**src/rtl/bpsk_frame_sync.sv**
```systemverilog
// BPSK frame synchronizer: recovers symbol timing from a hard-bit stream, hunts for the
// 16-bit sync word (or its inverse), then emits polarity-corrected payload bytes.
// Optional macro FRAME_SYNC_ERR_TOL_EN: accept sync words within Hamming distance 1.

`ifndef SAMPLES_PER_SYMBOL
`define SAMPLES_PER_SYMBOL 8
`endif

module bpsk_frame_sync #(
  parameter int unsigned SAMPLES_PER_SYMBOL = `SAMPLES_PER_SYMBOL,
  parameter logic [15:0] SYNC_WORD          = 16'hD391,
  parameter int unsigned PAYLOAD_BYTES      = 4
) (
  input  logic       clk,
  input  logic       rst,
  input  logic       bit_in,
  output logic [7:0] byte_out,
  output logic       byte_valid,
  output logic       frame_start,
  output logic       frame_done,
  output logic       polarity_inv,
  output logic       locked
);

  localparam int unsigned CNT_W = (SAMPLES_PER_SYMBOL > 2) ? $clog2(SAMPLES_PER_SYMBOL) : 1;
  localparam logic [CNT_W-1:0] CNT_MAX   = CNT_W'(SAMPLES_PER_SYMBOL - 1);
  localparam logic [CNT_W-1:0] CNT_HALF  = CNT_W'(SAMPLES_PER_SYMBOL / 2);
  localparam logic [7:0]       LAST_BYTE = 8'(PAYLOAD_BYTES - 1);

  typedef enum logic {SEARCH, PAYLOAD} state_e;

  state_e           state_q, state_d;
  logic             bit_q;
  logic [CNT_W-1:0] cnt_q, cnt_d;
  logic [15:0]      sync_q, sync_d;
  logic [7:0]       byte_sr_q, byte_sr_d;
  logic [2:0]       bit_cnt_q, bit_cnt_d;
  logic [7:0]       byte_cnt_q, byte_cnt_d;
  logic [7:0]       byte_out_q, byte_out_d;
  logic             byte_valid_q, byte_valid_d;
  logic             frame_start_q, frame_start_d;
  logic             frame_done_q, frame_done_d;
  logic             pol_q, pol_d;
  logic             locked_q, locked_d;

  logic             sym_stb;
  logic [15:0]      sync_shift;
  logic             match_true;
  logic             match_inv;
  logic             pay_bit;
  logic [7:0]       byte_shift;

  // Distance test between a received window and a sync pattern.
  function automatic logic sync_hit(input logic [15:0] v, input logic [15:0] pat);
    logic [15:0] d;
    d = v ^ pat;
`ifdef FRAME_SYNC_ERR_TOL_EN
    return (d & (d - 16'd1)) == 16'd0;
`else
    return d == 16'd0;
`endif
  endfunction

  // Symbol timing: counter restarts on every edge so the mid-symbol strobe tracks drift.
  always_comb begin
    cnt_d = cnt_q + CNT_W'(1);
    if (bit_in != bit_q) begin
      cnt_d = '0;
    end else if (cnt_q == CNT_MAX) begin
      cnt_d = '0;
    end
  end

  assign sym_stb    = (cnt_q == CNT_HALF);
  assign sync_shift = {sync_q[14:0], bit_q};
  assign match_true = sync_hit(sync_shift, SYNC_WORD);
  assign match_inv  = sync_hit(sync_shift, ~SYNC_WORD);
  assign pay_bit    = bit_q ^ pol_q;
  assign byte_shift = {byte_sr_q[6:0], pay_bit};

  always_comb begin
    state_d       = state_q;
    sync_d        = sync_q;
    byte_sr_d     = byte_sr_q;
    bit_cnt_d     = bit_cnt_q;
    byte_cnt_d    = byte_cnt_q;
    byte_out_d    = byte_out_q;
    byte_valid_d  = 1'b0;
    frame_start_d = 1'b0;
    frame_done_d  = 1'b0;
    pol_d         = pol_q;
    unique case (state_q)
      SEARCH: begin
        if (sym_stb) begin
          sync_d = sync_shift;
          if (match_true || match_inv) begin
            // True pattern wins if both could hit.
            pol_d         = !match_true;
            state_d       = PAYLOAD;
            frame_start_d = 1'b1;
            bit_cnt_d     = '0;
            byte_cnt_d    = '0;
            byte_sr_d     = '0;
          end
        end
      end
      PAYLOAD: begin
        if (sym_stb) begin
          byte_sr_d = byte_shift;
          if (bit_cnt_q == 3'd7) begin
            bit_cnt_d    = '0;
            byte_out_d   = byte_shift;
            byte_valid_d = 1'b1;
            byte_cnt_d   = byte_cnt_q + 8'd1;
            if (byte_cnt_q == LAST_BYTE) begin
              frame_done_d = 1'b1;
              state_d      = SEARCH;
              sync_d       = '0;
            end
          end else begin
            bit_cnt_d = bit_cnt_q + 3'd1;
          end
        end
      end
      default: state_d = SEARCH;
    endcase
    locked_d = (state_d == PAYLOAD);
  end

  always_ff @(posedge clk) begin
    if (rst) begin
      state_q       <= SEARCH;
      bit_q         <= 1'b0;
      cnt_q         <= '0;
      sync_q        <= '0;
      byte_sr_q     <= '0;
      bit_cnt_q     <= '0;
      byte_cnt_q    <= '0;
      byte_out_q    <= '0;
      byte_valid_q  <= 1'b0;
      frame_start_q <= 1'b0;
      frame_done_q  <= 1'b0;
      pol_q         <= 1'b0;
      locked_q      <= 1'b0;
    end else begin
      state_q       <= state_d;
      bit_q         <= bit_in;
      cnt_q         <= cnt_d;
      sync_q        <= sync_d;
      byte_sr_q     <= byte_sr_d;
      bit_cnt_q     <= bit_cnt_d;
      byte_cnt_q    <= byte_cnt_d;
      byte_out_q    <= byte_out_d;
      byte_valid_q  <= byte_valid_d;
      frame_start_q <= frame_start_d;
      frame_done_q  <= frame_done_d;
      pol_q         <= pol_d;
      locked_q      <= locked_d;
    end
  end

  assign byte_out     = byte_out_q;
  assign byte_valid   = byte_valid_q;
  assign frame_start  = frame_start_q;
  assign frame_done   = frame_done_q;
  assign polarity_inv = pol_q;
  assign locked       = locked_q;

endmodule

```
**config.mk**
```make
export PLATFORM = sky130hd
export DESIGN_NAME = bpsk_frame_sync
export DESIGN_NICKNAME = d
export VERILOG_FILES = /design/src/rtl/bpsk_frame_sync.sv
export SDC_FILE = /design/constraint.sdc
export NUM_CORES = 1
export LEC_CHECK = 0
export ABC_CLOCK_PERIOD_IN_PS = 4800
export BUFFER_PORTS_ARGS = -buffer_cell sky130_fd_sc_hd__buf_2
export CORE_MARGIN = 5
export CORE_UTILIZATION = 58
export DETAILED_ROUTE_END_ITERATION = 10
export PLACE_DENSITY = 0.79
export SKIP_LAST_GASP = 1
export SYNTH_ARGS = -nofsm -noshare
export SYNTH_HDL_FRONTEND = slang
export SYNTH_SLANG_ARGS = --single-unit
export TNS_END_PERCENT = 10
```
**constraint.sdc**
```tcl
create_clock -name clk -period 4.8 [get_ports clk]
set_input_delay 0.72 -clock clk [delete_from_list [all_inputs] [get_ports clk]]
set_output_delay 0.72 -clock clk [all_outputs]
set_load 0.05 [all_outputs]
```
# [After elaboration in Yosys (flattened, before gate mapping)]
# Cells that the tools add are included.
[totals] register_bits=50 input_bits=3
[classes] add_sub_neg=3 n_eq_ne=10 n_mux=25 bitwise_logic=6 n_reduce_logical=13
[op_table] cell="15-bit 2-to-1 mux" count=4
[op_table] cell="16-bit zero test" count=2
[op_table] cell="8-bit 2-to-1 mux" count=4
[op_table] cell="15-bit one-hot mux with 2 select lines" count=1
[op_table] cell="8-bit inverter" count=2
[op_table] cell="8-bit one-hot mux with 2 select lines" count=1
[op_table] cell="7-bit one-hot mux with 2 select lines" count=1
[op_table] cell="3-bit 2-to-1 mux" count=4
[op_table] cell="3-bit == test, second input constant" count=3
[op_table] cell="3-bit AND reduction" count=3
[op_table] cell="8-bit by 1-bit adder with 8-bit output, second input constant" count=1
[op_table] cell="8-bit by 2-bit == test with 1-bit output, second input constant" count=1
[op_table] cell="4-bit AND reduction" count=2
[op_table] cell="1-bit 2-to-1 mux" count=7
[op_table] cell="7-bit 2-to-1 mux" count=1
[op_table] cell="3-bit by 1-bit adder with 3-bit output, second input constant" count=2
[op_table] cell="2-bit by 1-bit != test with 1-bit output, second input constant" count=3
[op_table] cell="3-bit one-hot mux with 2 select lines" count=1
[op_table] cell="3-bit OR reduction" count=2
[op_table] cell="2-bit != test, second input constant" count=2
[op_table] cell="4-bit OR reduction" count=1
[op_table] cell="1-bit inverter" count=3
[op_table] cell="1-bit one-hot mux with 2 select lines" count=1
[op_table] cell="2-bit OR reduction" count=1
[op_table] cell="4 further kinds" count=4

# [Depth between registers and ports, before layout]
# Gate-level depths: netlist of run 1.
[logic_depth] word_depth=6 ltp_mapped=8 ltp_nobuf=8

# [Least setup slack after synthesis of run 1]
# No wires, ideal clock.
[synth_path] kind="reg2reg" from="reg, netlist name locked" to="reg byte_cnt_q[5]" setup_ns=0.071 t_arrival_ns=1.908 required_ns=4.729 path_slack_ns=2.821 stages_incl_launch_ff=8 n_path_buf=2 period_less_slack_ns=1.979 path_cell_list="dfxtp_1 > clkbuf_1 > and3_1 > clkbuf_1 > nand2_1 > nor3_1 > a31oi_1 > a21oi_1"
[synth_rtl] item="end signal: assignment" line="152" text="byte_cnt_q <= byte_cnt_d;"
[synth_rtl] item="end: declaration" line="38" text="logic [7:0] byte_cnt_q, byte_cnt_d;"

# [Final worst setup path of run 1]
[layout_path] from="reg byte_cnt_q[0]" to="reg sync_q[0]"
[layout_via] elab_chain_len=3
[layout_rtl] item="8-bit by 2-bit == test with 1-bit output" line="115" text="if (byte_cnt_q == LAST_BYTE) begin"
[layout_rtl] item="2-bit by 1-bit != test with 1-bit output (no line)"
[layout_rtl] item="4-bit AND reduction (no line)"
[layout_rtl] item="end signal: assignment" line="149" text="sync_q <= sync_d;"
[layout_rtl] item="end: declaration" line="35" text="logic [15:0] sync_q, sync_d;"
# No other way between the ends.
# A chain may end at the register's enable or synchronous reset.

==> impl_metrics.json, run 1 <==
{
  "ys.warnings.count": 0,
  "clock_pin_transition_on_the_worst_setup_and_hold_timing_paths_ns": 0.14,
  "grt_pass1_wl_um": 6810,
  "initialDrtViolationCount": 217,
  "worst_pin_slew_ns": 1.238,
  "firstDrtPassIters": 4,
  "tritoncts": "yes",
  "multiInputGateArea_sq_um": 932.1,
  "postCtsSetupRepairBufs": 0,
  "fin_skew_ns": 0.01500,
  "path_class": "reg2reg",
  "antenna_cells": 0,
  "peakVddDrop_mv": 0.1500,
  "syn-cell-area_sq_um": 1986,
  "layout_stage_area_growth_over_the_synthesis_result_pct": 8.570,
  "final-hold-violation-count": 0,
  "power-per-cell-area_nw_per_um2": 310.7,
  "cp_startpoint_kind": "register",
  "final-instance-count-excl-fill": 268,
  "postLayoutCoreUtil_pct": 64.60,
  "effective_utilization_at_floorplan_pct": 59.51,
  "met3_usage_pct": 4.538,
  "max_cap_violations": 0,
  "routedWlPerCell_um": 14.77,
  "die_y_um": 68.51,
  "cts_root_buffer": "clkbuf_4",
  "required_ns": 5.03,
  "rrSetupSlack_ns": 2.39,
  "timing.critical_path.to_type": "register",
  "total_placed_cells_including_tap_cells": 260,
  "synth_sequential_area_ratio_pct": 50.41,
  "worst_ep_arrival_time_ns": 2.64,
  "average_vias_per_placed_instance": 5.873,
  "drv_slew": 0,
  "synth_seq_cells": 50,
  "gr-usage-met2_pct": 32.90,
  "rows": 21,
  "static-leakage-power_nw": 0.8549,
  "outcome": "finished clean",
  "worstPathMaxFanout": 15,
  "drt_wl_total_um": 3959,
  "first_global_vias": 1512,
  "antenna_found_initial": 0,
  "ant_nets": 0,
  "hpwl_um": 2844,
  "met1_usage_pct": 22.92,
  "final.min_clock_period_ns": 2.411,
  "ys_types": 38,
  "cts_made_buffers": 5,
  "drive_gt1_share_pct": 12.61,
  "setup_total_negative_slack_ns": 0,
  "min_delay_path_depth": 2,
  "grt_busiest_layer": "met2",
  "finalWeightedCongestion": 0.9067,
  "min_period_over_period_pct": 50.22,
  "worst_r2r_path_depth": 6,
  "design.die.area_sq_um": 4694,
  "hold_path.class": "reg2reg",
  "synth.net_count": 218,
  "io_buffers": 15,
  "ioPinCount": 16,
  "route.vias.total": 1574,
  "postSynthAreaPerCell_sq_um": 9.501,
  "post_cts_hold_fix_bufs": 0,
  "synthesis.instances": 209,
  "design.final.nets": 230,
  "cts_sink_count": 50,
  "globalRoute.totalOverflow": 0,
  "floorplan.die.width_um": 68.51,
  "grt_max_degree": 45,
  "drc_errors": 0,
  "max_freq_mhz": 414.8,
  "latest_clock_arrival_within_the_worst_skew_pair_ns": 0.36,
  "setup_repair_after_global_routing_missed_its_margin": "false",
  "cts-root-to-sink-buffers": 2,
  "globalRouteTotalUtil_pct": 19.08,
  "placeableCoreArea_sq_um": 3337,
  "timing.slew.headroom_pct": 17.10,
  "regArea_sq_um": 1001,
  "setup_viol_count_final": 0,
  "cts.repair.resized": 0,
  "htree_levels": 2,
  "nFillCells": 289
}
## report_power, final
part | internal (W) | switching [W]
registers | 0.000417 | 0.00000270
logic | 0.00000555 | 0.0000104
clock network | 0.000111 | 0.000123
total | 0.000534 | 0.000136
## layer usage
layer  vias up  share of wire [%]
met5         -                  0
met4         0                1.3
met3         7                5.1
met2        40                 50
met1       748                 44
li1        779                  -
## flip-flops by register name, summed over array words and instances (netlist names)
register	flops
bit_cnt_q	3
bit_q	1
byte_cnt_q	8
byte_out	8
byte_sr_q	7
byte_valid	1
cnt_q	3
frame_done	1
frame_start	1
locked	1
polarity_inv	1
sync_q	15
## final cells by class
type	instances	share of cell area (%)
repair buffers	15	3.482
multi-input cells	145	43.24
clock inverters	1	1.393
flip-flops and latches	50	46.43
inverters	4	0.6965
well taps	46	2.670
clock buffers	7	2.089
## worst paths after layout
check,from,end
worst max-delay path,byte_cnt_q[0],sync_q[0]
worst min-delay path,byte_out[5],byte_out[5]
worst max register to register,byte_cnt_q[0],sync_q[0]
worst min register to register,byte_out[5],byte_out[5]
## synthesized netlist by cell type, drive strengths merged
| cell type | count | share of area, % |
|---|---|---|
| nand2b | 1 | 0.32 |
| nand4b | 2 | 0.88 |
| dfxtp | 50 | 50 |
| nor4 | 5 | 2.6 |
| a22o | 1 | 0.44 |
| nand2 | 21 | 4.0 |
| or4bb | 3 | 1.7 |
| o211a | 1 | 0.50 |
| ha | 6 | 3.8 |
| clkbuf | 10 | 1.9 |
| a211o | 2 | 0.88 |
| mux2i | 2 | 1.0 |
| and3 | 4 | 1.3 |
| a31oi | 2 | 0.63 |
| o21ai | 1 | 0.44 |
| xor2 | 3 | 1.3 |
| a2bb2oi | 1 | 0.44 |
| or4b | 3 | 1.5 |
| a21oi | 10 | 2.5 |
| nor3 | 5 | 1.3 |
| a211oi | 2 | 0.76 |
| nor2b | 1 | 0.32 |
| and2 | 6 | 2.0 |
| nor4b | 1 | 0.44 |
| xnor2 | 1 | 0.44 |
| nand3 | 4 | 1.0 |
| a22oi | 23 | 8.7 |
| nor2 | 30 | 5.8 |
| inv | 4 | 0.76 |
| o31ai | 1 | 0.38 |
| mux2 | 1 | 0.57 |
| nand4bb | 1 | 0.57 |
| a221oi | 1 | 0.44 |
## cells in the final DEF, fill, tap and decap left out, drive strengths merged, types with 2 or more instances in the layout
cell	count
dfxtp	50
nand4b	2
buf	15
mux2i	2
nand3	4
a211oi	2
a31oi	2
or4bb	3
nor3	5
a22oi	23
or4b	3
ha	6
nor4	5
and2	6
a21oi	10
a211o	2
and3	4
clkbuf	7
nand2	21
xor2	3
inv	4
nor2	30
## cells by family (layout without fill, tap and decap cells)
logic type | Yosys count | count (layout) | share of synthesized area, %
XOR/XNOR | 4 | 4 | 1.765
AND/OR/NAND/NOR | 87 | 87 | 23.69
flip-flops | 50 | 50 | 50.41
AO/OA/AOI/OAI | 45 | 45 | 16.13
adder cells (fa/ha/maj) | 6 | 6 | 3.781
buffers and inverters | 14 | 27 | 2.646
multiplexers | 3 | 3 | 1.575
## worst max-delay path, stage by stage, from the launching register on
cell and delay, ns:
dfxtp_1 0.38, ha_1 0.21, or4b_1 0.43, nor4_1 0.36, a31oi_1 0.50, a22oi_1 0.32
nor2_1 0.07
## stage by stage
| step | power (W) | hold WS, ns | setup slack [ns] | instance area (sq um) |
|---|---|---|---|---|
| floorplan | 0.0004412 | 0.4285 | 2.821 | 1986 |
| global placement | 0.0004438 | 0.4391 | 2.564 | 2081 |
| detailed placement | 0.0004452 | 0.4480 | 2.407 | 2081 |
| CTS | 0.0006757 | 0.4659 | 2.381 | 2156 |
| global route | 0.0006990 | 0.4918 | 2.145 | 2156 |
| finish | 0.0006699 | 0.4656 | 2.389 | 2156 |
Power figures use the tool's default switching activity.
==> inputs of run 2 (changes only) <==
ABC_CLOCK_PERIOD_IN_PS = 2300   (was 4800)
clock period = 2.3 ns   (was 4.8 ns; I/O delays follow)
==> run 2 against run 1 <==
Sequential share of layout area fell by 0.66 points; flip-flop and latch count unchanged; first-iteration DRC count shrank 38%; combinational power increased by 120%; maximum frequency grew 15%; critical path depth down 1; clock-buffer cell count fell by 2; clock skew rose by 0.0034 ns; cell area rose by 1.5%; final cell count increased by 1.9%.
==> impl_metrics.json, run 2 (same netlist as run 1, synthesis figures left out) <==
{
  "power-per-cell-area_nw_per_um2": 605.2,
  "die_y_um": 68.51,
  "outcome": "finished clean",
  "effective_utilization_at_floorplan_pct": 59.51,
  "ioPinCount": 16,
  "required_ns": 2.57,
  "htree_levels": 2,
  "rrSetupSlack_ns": 0.20,
  "sw_frac_of_total_pct": 23.73,
  "io_buffers": 15,
  "capture_instance_of_the_worst_register_to_register_path": "byte_cnt_q[6]",
  "timing.slew.headroom_pct": 32.57,
  "route.vias.total": 1548,
  "register_with_the_highest_flop_count": "sync_q",
  "ant_nets": 0,
  "static-leakage-power_nw": 0.8736,
  "grt_pass1_wl_um": 6541,
  "setup_repair_after_global_routing_missed_its_margin": "false",
  "cts-root-to-sink-buffers": 2,
  "p_sw_w": 0.0003141,
  "routedWlPerCell_um": 13.63,
  "nFillCells": 293,
  "worst_ep_arrival_time_ns": 2.38,
  "setup_total_negative_slack_ns": 0,
  "antenna_cells": 0,
  "placeableCoreArea_sq_um": 3337,
  "peakVddDrop_mv": 0.3880,
  "timing.critical_path.to_type": "register",
  "path_class": "reg2reg",
  "critPathCapture": "byte_cnt_q[6]",
  "drc_errors": 0,
  "drive_gt1_share_pct": 15.86,
  "rows": 21,
  "finalWeightedCongestion": 0.9196,
  "drt_wl_total_um": 3721,
  "globalRouteTotalUtil_pct": 18.37,
  "first_global_vias": 1523,
  "detailed_place.area_sq_um": 2118,
  "crit_path_start": "sync_q[6]",
  "tritoncts": "yes",
  "power.share.sequential_pct": 66.2,
  "cellInternalPower_w": 0.001009,
  "largest_register_ff_count": 15,
  "final-hold-violation-count": 0,
  "initialDrtViolationCount": 134,
  "final_cell_mix": "dfxtp_1, nor2_1, a22oi_1",
  "power_frac_clock_pct": 31.2,
  "timing.rr.start": "sync_q[6]",
  "most_common_cell_after_layout_fill_and_taps_aside": "dfxtp_1",
  "max_freq_mhz": 475.9,
  "cts_sink_count": 50,
  "setup_viol_count_final": 0,
  "combinationalPowerShare_pct": 2.6,
  "worst_pin_slew_ns": 1.003,
  "clock_pin_transition_on_the_worst_setup_and_hold_timing_paths_ns": 0.14,
  "antenna_found_initial": 0,
  "final.min_clock_period_ns": 2.101,
  "drv_slew": 0,
  "globalRoute.totalOverflow": 0,
  "cp_startpoint_kind": "register",
  "firstDrtPassIters": 4,
  "final_area_sq_um": 2187,
  "grt_max_degree": 32,
  "hold_path.class": "in2reg",
  "cts_made_buffers": 5,
  "design.die.area_sq_um": 4694,
  "worstPathMaxFanout": 6,
  "cts_root_buffer": "clkbuf_4",
  "layout_stage_area_growth_over_the_synthesis_result_pct": 10.15,
  "fin_skew_ns": 0.01843,
  "max_cap_violations": 0,
  "design.final.nets": 235,
  "average_vias_per_placed_instance": 5.670,
  "latest_clock_arrival_within_the_worst_skew_pair_ns": 0.38,
  "min_period_over_period_pct": 91.37,
  "floorplan.die.width_um": 68.51,
  "hpwl_um": 2700,
  "worst_r2r_path_depth": 5
}
-- run 2: cell type report --
class	instances	area (sq um)	area share, %
clock inverters	3	25.02	1.144
well taps	46	57.56	2.632
clock buffers	5	37.54	1.716
multi-input cells	145	938.4	42.91
repair buffers	20	112.6	5.149
inverters	4	15.01	0.6865
flip-flops and latches	50	1001	45.77
-- run 2: per-layer routing --
layer | GRT usage (%) | part of all wire (%) | vias to the layer above | routed length, um
met5 | 0 | 0 | - | 0
met4 | 8.437 | 1.8 | 0 | 66
met3 | 3.404 | 5.2 | 8 | 194
met2 | 31.82 | 49 | 44 | 1827
met1 | 21.83 | 44 | 713 | 1632
li1 | - | - | 783 | -
-- run 2: through the flow --
| stage | instances | power, W | hold WS (ns) | util (%) | setup slack (ns) |
|---|---|---|---|---|---|
| after CTS | 273 | 0.001331 | 0.2060 | 65.35 | 0.1731 |
| after detailed placement | 265 | 0.0009299 | 0.4458 | 63.48 | 0.1815 |
| after global routing | 273 | 0.001379 | 0.2212 | 65.54 | 0.09736 |
| after floorplan | 209 | 0.0009207 | 0.4285 | - | 0.3211 |
| final | 273 | 0.001324 | 0.2179 | 65.54 | 0.1985 |
| after global placement | 265 | 0.0009280 | 0.4400 | 63.48 | 0.2497 |
-- run 2: critical path, stage by stage, from the launching register on --
cell	delay, ns
dfxtp_1	0.36
or4b_2	0.71
nor4_4	0.27
o21ai_2	0.19
and2_4	0.19
a211o_1	0.29
-- run 2: what timing repair did --
item	4_1_cts	5_1_grt
endpoints found under the setup margin	0	6
setup buffers	0	0
resized for setup	0	1
hold buffers	0	0
-- run 2: worst min-delay path by stage --
stage                      from           to  slack (ns)  cells past startpoint
floorplan              cnt_q[0]     cnt_q[0]        0.43                      1
global placement    byte_out[3]  byte_out[3]        0.44                      2
detailed placement  byte_out[6]  byte_out[6]        0.45                      2
CTS                      bit_in        bit_q        0.21                      2
global route             bit_in        bit_q        0.22                      2
finish                   bit_in        bit_q        0.22                      2
-- run 2: power groups by stage --
stage	Sequential (W)	Clock, W	Combinational [W]
floorplan	0.000894	0	0.0000267
global placement	0.000895	0	0.0000329
detailed placement	0.000896	0	0.0000343
CTS	0.000877	0.000420	0.0000345
global route	0.000878	0.000462	0.0000387
finish	0.000877	0.000412	0.0000345
==> inputs of run 3 (changes only) <==
ABC_CLOCK_PERIOD_IN_PS = 1950   (was 2300)
clock period = 1.95 ns   (was 2.3 ns; I/O delays follow)
==> run 3 against run 2 <==
The flow now finishes with violations (negative setup slack); die area did not move; largest power group unchanged; largest cell class unchanged; clock power rose by 16%; final cell count rose by 6.6%; via count rose by 6.8%.
==> impl_metrics.json, run 3 (same netlist as run 1, synthesis figures left out) <==
{
  "outcome": "finished with violations",
  "violations_in_the_final_reports": "negative setup slack",
  "power-per-cell-area_nw_per_um2": 662.3,
  "clock_pin_transition_on_the_worst_setup_and_hold_timing_paths_ns": 0.15,
  "average_vias_per_placed_instance": 5.680,
  "max_freq_mhz": 506.4,
  "routedWlPerCell_um": 14.21,
  "globalRoute.totalOverflow": 0,
  "drv_slew": 0,
  "max_cap_violations": 0,
  "register_with_the_highest_flop_count": "sync_q",
  "antenna_found_initial": 0,
  "layout_stage_area_growth_over_the_synthesis_result_pct": 18.21,
  "design.die.area_sq_um": 4694,
  "largest_register_ff_count": 15,
  "cts_made_buffers": 5,
  "final-instance-count-excl-fill": 291,
  "placeableCoreArea_sq_um": 3337,
  "final_cell_mix": "dfxtp_1, nor2_1, buf_4",
  "drt_wl_total_um": 4135,
  "final.min_clock_period_ns": 1.975,
  "fin_skew_ns": 0.01566,
  "grt_pass1_wl_um": 6727,
  "hpwl_um": 2946,
  "die_y_um": 68.51,
  "firstDrtPassIters": 4,
  "antenna_cells": 0,
  "floorplan.die.width_um": 68.51,
  "timing.slew.headroom_pct": 56.28,
  "cts-root-to-sink-buffers": 2,
  "regArea_sq_um": 1007,
  "path_class": "reg2reg",
  "setup_slack_ns": -0.02472,
  "first_global_vias": 1525,
  "drc_errors": 0,
  "route.vias.total": 1653,
  "static-leakage-power_nw": 0.9826,
  "timing.critical_path.to_type": "register",
  "critPathMostFrequentCell": "buf_4",
  "tritoncts": "yes",
  "peakVddDrop_mv": 0.5861,
  "postLayoutCoreUtil_pct": 70.34,
  "ant_nets": 0,
  "io_buffers": 15,
  "multiInputGateArea_sq_um": 960.9,
  "cts_sink_count": 50,
  "hold_path.class": "in2reg",
  "nFillCells": 264,
  "critical-path-max-stage-delay_ns": 0.48,
  "rows": 21,
  "cts_root_buffer": "clkbuf_4",
  "critical_path.cell_chain": "ha_1, or4b_1, nor4_2, buf_4, a31oi_1, buf_4, a22oi_1, nor2_1",
  "timing.critical_path.slowest_stage_cell": "or4b_1",
  "worst_pin_slew_ns": 0.6518,
  "final-hold-violation-count": 0,
  "finalWeightedCongestion": 0.8451,
  "cp_startpoint_kind": "register",
  "setup_viol_count_final": 12,
  "post_cts_hold_fix_bufs": 0,
  "drive_gt1_share_pct": 24.90,
  "latest_clock_arrival_within_the_worst_skew_pair_ns": 0.37,
  "worstPathMaxFanout": 15,
  "design.final.nets": 253,
  "most_common_cell_after_layout_fill_and_taps_aside": "dfxtp_1",
  "effective_utilization_at_floorplan_pct": 59.51,
  "min_period_over_period_pct": 101.3,
  "htree_levels": 2,
  "required_ns": 2.21,
  "total_placed_cells_including_tap_cells": 282,
  "setup_repair_after_global_routing_missed_its_margin": "true",
  "hold_slack_ns": 0.1697,
  "grt_max_degree": 29,
  "worst_ep_arrival_time_ns": 2.23,
  "initialDrtViolationCount": 149,
  "ioPinCount": 16,
  "globalRouteTotalUtil_pct": 19.25
}
-- run 3: cell count changes in the layout (fill, tap and decap cells not counted), sizes merged --
| cell | delta |
|---|---|
| inv | -1 |
| clkinv | +1 |
| buf | +18 |
-- run 3: through the flow --
| stage | cell area, sq um | setup TNS [ns] | total power (W) | setup WS [ns] |
|---|---|---|---|---|
| 2_1_floorplan | 1987 | -0.2525 | 0.001086 | -0.02525 |
| 3_3_place_gp | 2247 | 0 | 0.001097 | 0.02641 |
| 4_1_cts | 2306 | -0.04328 | 0.001562 | -0.02409 |
| 5_1_grt | 2347 | -2.077 | 0.001626 | -0.1274 |
| 6_report | 2347 | -0.1611 | 0.001555 | -0.02472 |
| 3_5_place_dp | 2247 | -0.01651 | 0.001099 | -0.01525 |
-- run 3: report_power, final --
group	switching [W]	internal, W	leakage [nW]
Sequential	0.00000472	0.00103	0.406
Clock	0.000337	0.000141	0.0312
Combinational	0.0000277	0.0000167	0.546
Total	0.000369	0.00119	0.983
-- run 3: worst max-delay path: cells and delay by family (launching register included) --
kind | cells | cell delay [ns]
compound gates | 2 | 0.24
fa+ha+maj | 1 | 0.16
buf+inv | 2 | 0.37
simple gates | 3 | 0.72
flops | 1 | 0.36
-- run 3: area by class of cell --
cell class | instances | area share [%]
Sequential cell | 50 | 42.91
Multi-Input combinational cell | 145 | 40.94
Timing Repair Buffer | 38 | 10.55
Tap cell | 46 | 2.452
Clock buffer | 5 | 1.599
Clock inverter | 3 | 0.9062
Inverter | 4 | 0.6397
-- run 3: repair_timing --
action                                  CTS  global route
endpoints found under the setup margin    5            29
resized for setup                         0             9
buffers inserted                          0             1
cloned                                    0             0
pin swaps                                 0             2
-- run 3: worst paths after layout --
check	start	endpoint	slack, ns	depth (start not counted)
setup / recovery	byte_cnt_q[0]	sync_q[11]	-0.02	8
hold / removal	bit_in	bit_q	0.17	2
setup reg to reg	byte_cnt_q[0]	sync_q[11]	-0.02	8
hold reg to reg	byte_out[7]	byte_out[7]	0.46	2
-- run 3: per-layer routing --
layer	wire length [um]	track usage (%)	vias up
met4	47	7.444	0
li1	-	-	827
met3	231	4.862	6
met1	1658	21.70	783
met5	0	0	-
met2	2197	34.45	37
